**src/rtl/keypad_col_debounce.sv**
```systemverilog
// Column conditioning for the keypad scanner: two-flop synchroniser, raw detect flag,
// and a consecutive-sample debouncer producing a stable column code with press/release pulses.
module keypad_col_debounce #(
    parameter int WIDTH           = 4,
    parameter int DEBOUNCE_CYCLES = 20
) (
    input  logic             clk_i,
    input  logic             reset_i,
    input  logic [WIDTH-1:0] col_raw_i,
    output logic             detect_o,
    output logic [WIDTH-1:0] col_clean_o,
    output logic             press_o,
    output logic             release_o,
    output logic             multi_o
);

    localparam int CW = $clog2(DEBOUNCE_CYCLES) + 1;
    localparam logic [CW-1:0] CNT_ONE  = CW'(1);
    localparam logic [CW-1:0] CNT_LAST = CW'(DEBOUNCE_CYCLES - 1);

    typedef enum logic [1:0] {
        IDLE         = 2'd0,
        PRESS_WAIT   = 2'd1,
        HELD         = 2'd2,
        RELEASE_WAIT = 2'd3
    } state_t;

    logic [WIDTH-1:0] sync1_q, sync2_q;
    logic             detect_q;
    state_t           state_q, state_d;
    logic [WIDTH-1:0] cand_q, cand_d;
    logic [CW-1:0]    cnt_q, cnt_d;
    logic [WIDTH-1:0] clean_q, clean_d;
    logic             press_q, press_d;
    logic             release_q, release_d;
    logic             multi_q, multi_d;
    logic [WIDTH-1:0] s;

    assign s = sync2_q;

    always_ff @(posedge clk_i or posedge reset_i) begin
        if (reset_i) begin
            sync1_q  <= '0;
            sync2_q  <= '0;
            detect_q <= 1'b0;
        end else begin
            sync1_q  <= col_raw_i;
            sync2_q  <= sync1_q;
            detect_q <= |sync2_q;
        end
    end

    always_ff @(posedge clk_i or posedge reset_i) begin
        if (reset_i) begin
            state_q   <= IDLE;
            cand_q    <= '0;
            cnt_q     <= '0;
            clean_q   <= '0;
            press_q   <= 1'b0;
            release_q <= 1'b0;
            multi_q   <= 1'b0;
        end else begin
            state_q   <= state_d;
            cand_q    <= cand_d;
            cnt_q     <= cnt_d;
            clean_q   <= clean_d;
            press_q   <= press_d;
            release_q <= release_d;
            multi_q   <= multi_d;
        end
    end

    always_comb begin
        state_d   = state_q;
        cand_d    = cand_q;
        cnt_d     = cnt_q;
        clean_d   = clean_q;
        press_d   = 1'b0;
        release_d = 1'b0;
        multi_d   = multi_q;
        case (state_q)
            IDLE: begin
                if (s != '0) begin
                    state_d = PRESS_WAIT;
                    cand_d  = s;
                    cnt_d   = CNT_ONE;
                end
            end
            PRESS_WAIT: begin
                if (s == '0) begin
                    state_d = IDLE;
                end else if (s != cand_q) begin
                    cand_d = s;
                    cnt_d  = CNT_ONE;
                end else if (cnt_q == CNT_LAST) begin
                    state_d = HELD;
                    clean_d = cand_q;
                    press_d = 1'b1;
                    // More than one bit set iff clearing the lowest set bit leaves something.
                    multi_d = ((cand_q & (cand_q - 1'b1)) != '0);
                end else begin
                    cnt_d = cnt_q + CNT_ONE;
                end
            end
            HELD: begin
                // A different non-zero code while held is ignored; only a release is tracked.
                if (s == '0) begin
                    state_d = RELEASE_WAIT;
                    cnt_d   = CNT_ONE;
                end
            end
            RELEASE_WAIT: begin
                if (s != '0) begin
                    state_d = HELD;
                    cnt_d   = '0;
                end else if (cnt_q == CNT_LAST) begin
                    state_d   = IDLE;
                    clean_d   = '0;
                    multi_d   = 1'b0;
                    release_d = 1'b1;
                end else begin
                    cnt_d = cnt_q + CNT_ONE;
                end
            end
            default: begin
                state_d = IDLE;
                cand_d  = '0;
                cnt_d   = '0;
                clean_d = '0;
                multi_d = 1'b0;
            end
        endcase
    end

    assign detect_o    = detect_q;
    assign col_clean_o = clean_q;
    assign press_o     = press_q;
    assign release_o   = release_q;
    assign multi_o     = multi_q;

endmodule

```
**config.mk**
```make
export PLATFORM = sky130hd
export DESIGN_NAME = keypad_col_debounce
export DESIGN_NICKNAME = d
export VERILOG_FILES = /design/src/rtl/keypad_col_debounce.sv
export SDC_FILE = /design/constraint.sdc
export NUM_CORES = 1
export LEC_CHECK = 0
export ABC_AREA = 0
export ABC_CLOCK_PERIOD_IN_PS = 2600
export CORE_ASPECT_RATIO = 0.7
export CORE_MARGIN = 4
export CORE_UTILIZATION = 54
export DETAILED_ROUTE_END_ITERATION = 10
export PLACE_DENSITY = 0.76
export SLEW_MARGIN = 30
export SYNTH_ARGS = -nofsm -noshare
export SYNTH_HDL_FRONTEND = slang
export SYNTH_SLANG_ARGS = --single-unit
export TNS_END_PERCENT = 30
```
**constraint.sdc**
```tcl
create_clock -name clk_i -period 2.6 [get_ports clk_i]
set_clock_uncertainty 0.05 [all_clocks]
set_input_delay 0.78 -clock clk_i [delete_from_list [all_inputs] [get_ports clk_i]]
set_output_delay 0.78 -clock clk_i [all_outputs]
set_load 0.05 [all_outputs]
```
==> metrics.cfg, run 1 <==
[floorplan]
die_h_um = 48.48
io_pins = 14
die_w_um = 65.82
start_util = 0.5771
fp.dieArea_um2 = 3191
row_count = 14
coreArea_um2 = 2190

[sta]
slew_headroom = 0.6653
clock.fmax_mhz = 427.0
setup-violations-final = 0
tns_ns = 0
drv_slew = 0
rsz0062_at_grt = false
worst_pin_slew_ns = 0.4951
fin_crit_ns = 2.342
holdWs_ns = 0.3152
finalHoldViolations = 0
period_share = 0.9006

[synth]
synth_seq_area_share = 0.5545
synth_commonest_cells = dfrtp_1 (28), nand2_1 (15), nor2_1 (9), inv_1 (7), a21oi_1 (6)
synth_area_leader_cell = dfrtp_1
postSynthCellCount = 111
synth_nets = 118
synth_top_area_share = 0.5545
yosys_warnings = 0
synthTopCellsByArea = dfrtp_1 (55%), nand2_1 (4.5%), mux2i_1 (4.0%)
postSynthAreaPerCell_um2 = 11.38
synth_seq_cells = 28
yosysUniqueCellTypes = 34
synth_most_common_cell = dfrtp_1
synth-main-ff-cell = dfrtp_1
async_reset_ff_frac = 1.000
synth_area_um2 = 1264
synth_edf_count = 0

[clock_tree]
cts_tree = yes
clkLatencyLatePin_ns = 0.32
cts_buffers = 3
cts.path.max_buffers = 2
cts.sinks = 28
clock-root-buffer = clkbuf_4
cts-htree-levels = 1
post-cts-setup-buffer-count = 0
holdBufCountCts = 0
ctsResizeCount = 0
path_clk_slew_ns = 0.14

[drt]
wl_per_cell_um = 13.26
drt_iter0_drc = 22
first_pass_iters = 4
drt_wl_total_mm = 2.122
drtAntennaViolNets = 0
drc = 0
vias_per_cell = 5.156
vias = 825

[min_path]
hp-class = reg -> reg
whs_path_depth = 0
whs_endpoint = s[1]
min-delay-start = sync1_q[1]

[worst_setup_path]
critPathKind = reg -> out
cp_max_fo = 2
rrSetupSlack_ns = 0.53
rr_worst_depth = 5
start_kind = flop
cp-end-kind = output pin
r2r_start = cnt_q[2]
slowest_delay_ns = 0.81
path_buf_inv = 1
path_delay_family = buffers and inverters
r2r-end = col_clean_o[2]
crit_chain = clkdlybuf4s50_1
cp_data_arrival_time_ns = 1.51
slowest_stage = clkdlybuf4s50_1
cp.required_ns = 1.77

[global_routing]
grt_pass1_vias = 801
grt_pass1_wl_mm = 3.663
antenna_found_initial = 0
gr-total-overflow = 0
grtUsageTotal = 0.1492
grt_start_max_net_pins = 29

[finish]
area_growth_pct = 16.34
final_area_um2 = 1470
fillers = 174
fin_util = 0.6714
drive_above_1_share = 0.1406
n_antenna_cell = 0
nets = 136

[placed_design]
hpwl_mm = 1.640
place_congestion = 0.7322
postPlaceCellArea_um2 = 1434
numPortBuffers = 13

[power]
ir_worst_vdd_mv = 0.4223
leakage_uw = 0.0006315
pwr_density_cell_nw_per_um2 = 499.3

[flow_run]
max-cap-violations = 0

[outcome]
status = finished clean

==> worst max-delay path by stage <==
stage	cells past startpoint	start	to	slack (ns)
final	1	col_clean_o[3]	col_clean_o[3]	0.26
after global routing	1	col_clean_o[1]	col_clean_o[1]	0.17
after CTS	1	col_clean_o[3]	col_clean_o[3]	0.24
after detailed placement	5	cnt_q[2]	col_clean_o[2]	0.58
after global placement	5	cnt_q[2]	col_clean_o[2]	0.60
after floorplan	6	s[1]	multi_o	0.78
==> through the flow <==
step | std cells | setup slack, ns | total power (uW)
floorplan | 111 | 0.7807 | 516.6
global route | 160 | 0.1740 | 778.4
global placement | 156 | 0.6045 | 534.9
detailed placement | 156 | 0.5773 | 539.2
CTS | 160 | 0.2401 | 744.0
finish | 160 | 0.2583 | 734.0
==> routing by layer <==
| layer | part of all wire | track usage | up-vias |
|---|---|---|---|
| li1 | - | - | 410 |
| met1 | 0.46 | 0.2003 | 387 |
| met2 | 0.48 | 0.2413 | 26 |
| met3 | 0.056 | 0.04861 | 2 |
| met4 | 0.0061 | 0.02069 | 0 |
| met5 | 0 | 0 | - |
==> state kept, by name, summed over array words and instances, names as in the netlist, named ones only <==
| name | cells |
|---|---|
| cnt_q | 6 |
| cand_q | 4 |
| col_clean_o | 4 |
| s | 4 |
| sync1_q | 4 |
| detect_o | 1 |
| multi_o | 1 |
| press_o | 1 |
| release_o | 1 |
| state_q | 1 |
==> layout by cell type (no fill, tap or decap), drive strengths merged, types with 2 or more instances in the layout <==
master         instances
xnor2                  3
xor2                   4
nand2                 15
nor4                   2
buf                    2
nor2                  10
nand3                  3
clkdlybuf4s50         13
mux2i                  6
mux2                   5
inv                    8
clkbuf                 4
dfrtp                 28
a21oi                  6
nor3                   2
o21ai                  2
==> report_power, final <==
group          total (uW)  switching, uW  leakage [uW]  internal, uW
combinational        64.2           34.5      0.000262          29.6
clock                 204            119     0.0000210          85.6
sequential            466           16.2      0.000348           449
total                 734            169      0.000632           565
==> layout make-up <==
type | count | area, um^2 | share of cell area
Multi-Input combinational cell | 73 | 518.0 | 0.3523
Inverter | 8 | 30.03 | 0.02043
Sequential cell | 28 | 700.7 | 0.4766
Tap cell | 32 | 40.04 | 0.02723
Clock buffer | 4 | 36.28 | 0.02468
Timing Repair Buffer | 15 | 145.1 | 0.09872
==> logic make-up (layout without fill, tap and decap cells) <==
| kind of cell | after synthesis | in the layout | share of synthesized area |
|---|---|---|---|
| AND/OR/NAND/NOR | 39 | 39 | 0.1673 |
| multiplexers | 11 | 11 | 0.1049 |
| buffers and inverters | 10 | 27 | 0.03564 |
| AO/OA/AOI/OAI | 14 | 14 | 0.07130 |
| XOR/XNOR | 7 | 7 | 0.04852 |
| flip-flops | 28 | 28 | 0.5545 |
| adder cells (fa/ha/maj) | 2 | 2 | 0.01782 |
Power figures use the tool's default switching activity.
==> run 2: changes to the inputs <==
--- a/config.mk
+++ b/config.mk
@@ -8,7 +8,6 @@
 export ABC_AREA = 0
 export ABC_CLOCK_PERIOD_IN_PS = 2600
 export CORE_ASPECT_RATIO = 0.7
-export CORE_MARGIN = 4
 export CORE_UTILIZATION = 54
 export DETAILED_ROUTE_END_ITERATION = 10
 export PLACE_DENSITY = 0.76
==> metrics.cfg, run 2 (synthesis results as in run 1) <==
[min_path]
whs_endpoint = s[1]
hp-class = reg -> reg
whs_path_depth = 0
min-delay-start = sync1_q[1]

[clock_tree]
clkLatencyLatePin_ns = 0.32
post-cts-setup-buffer-count = 0
cts_buffers = 3
holdBufCountCts = 0
cts-htree-levels = 1
cts.path.max_buffers = 2
cts.sinks = 28
clock-root-buffer = clkbuf_4
path_clk_slew_ns = 0.15
ctsResizeCount = 0
cts_tree = yes

[sta]
tns_ns = 0
rsz0062_at_grt = false
finalHoldViolations = 0
drv_slew = 0
worst_pin_slew_ns = 0.5993
fin_crit_ns = 2.336
slew_headroom = 0.5948
clock.fmax_mhz = 428.1
period_share = 0.8984
setup-violations-final = 0

[flow_run]
max-cap-violations = 0

[worst_setup_path]
rrSetupSlack_ns = 0.42
slowest_stage = clkdlybuf4s50_1
critPathKind = reg -> out
cp_data_arrival_time_ns = 1.51
cp_max_fo = 2
start_kind = flop
slowest_delay_ns = 0.81
cp.required_ns = 1.77
r2r-end = col_clean_o[0]
crit_chain = clkdlybuf4s50_1
rr_worst_depth = 5
r2r_start = cnt_q[2]
path_delay_family = buffers and inverters
path_depth = 1
path_buf_inv = 1
cp-end-kind = output pin

[drt]
wl_met2_um = 972
drc = 0
vias_per_cell = 5.250
top_layer_used = met4
drt_wl_total_mm = 2.090
drtAntennaViolNets = 0
drt_iter0_drc = 23
vias = 840
wl_met3_um = 104
first_pass_iters = 4
drt-met1-wl_um = 999
wl_per_cell_um = 13.06

[global_routing]
gr-total-overflow = 0
grt_pass1_vias = 797
antenna_found_initial = 0
grt_pass1_wl_mm = 3.594
grt_start_max_net_pins = 29
grtUsageTotal = 0.1934

[power]
pwr_density_cell_nw_per_um2 = 501.6
leakage_uw = 0.0006315
ir_worst_vdd_mv = 0.3986

[finish]
fillers = 189
instances_no_fill = 160
layout_common_cells = dfrtp_1 (28), nand2_1 (15), clkdlybuf4s50_1 (13)
final_common_cell = dfrtp_1
drive_above_1_share = 0.1406
n_antenna_cell = 0
largest_register_ffs = 6
nets = 136
area_growth_pct = 16.34
regMostFlops = cnt_q

[outcome]
status = finished clean

[floorplan]
io_pins = 14
row_count = 14
coreArea_um2 = 2172
start_util = 0.5818
fp.dieArea_um2 = 2541
die_h_um = 42.48
die_w_um = 59.82

[placed_design]
dp_cells = 156
place_congestion = 0.8300
hpwl_mm = 1.507
numPortBuffers = 13

## run 2: layer usage
metal / vias up / GRT usage
met5: - / 0
met4: 0 / 0.04186
met2: 29 / 0.3022
li1: 407 / -
met3: 2 / 0.05556
met1: 402 / 0.2672
## run 2: where the power goes
group | internal (uW) | switching [uW] | leakage, uW
clock | 85.6 | 122 | 0.0000210
combinational | 29.7 | 35.0 | 0.000262
sequential | 449 | 15.7 | 0.000348
total | 565 | 173 | 0.000632
## run 2: metrics by stage
| stage | instance area [um^2] | util | worst slack, ns | hold slack (ns) | power, uW |
|---|---|---|---|---|---|
| 2_1_floorplan | 1264 | - | 0.7807 | 0.2812 | 516.6 |
| 3_3_place_gp | 1434 | 0.6601 | 0.6134 | 0.2819 | 534.9 |
| 3_5_place_dp | 1434 | 0.6601 | 0.5077 | 0.2865 | 538.1 |
| 4_1_cts | 1470 | 0.6768 | 0.2470 | 0.3193 | 743.0 |
| 5_1_grt | 1470 | 0.6768 | 0.2239 | 0.3316 | 767.0 |
| 6_report | 1470 | 0.6768 | 0.2642 | 0.3155 | 737.4 |
## run 2: worst max path at each step
| stage | from | endpoint |
|---|---|---|
| 2_1_floorplan | s[1] | multi_o |
| 3_3_place_gp | cnt_q[2] | col_clean_o[3] |
| 3_5_place_dp | cnt_q[2] | col_clean_o[0] |
| 4_1_cts | col_clean_o[0] | col_clean_o[0] |
| 5_1_grt | col_clean_o[0] | col_clean_o[0] |
| 6_report | col_clean_o[0] | col_clean_o[0] |
## run 2: area by class of cell
type	instances	area, um^2	share of cell area
Sequential cell	28	700.7	0.4766
Multi-Input combinational cell	73	518.0	0.3523
Timing Repair Buffer	15	145.1	0.09872
Tap cell	32	40.04	0.02723
Clock buffer	4	36.28	0.02468
Inverter	8	30.03	0.02043
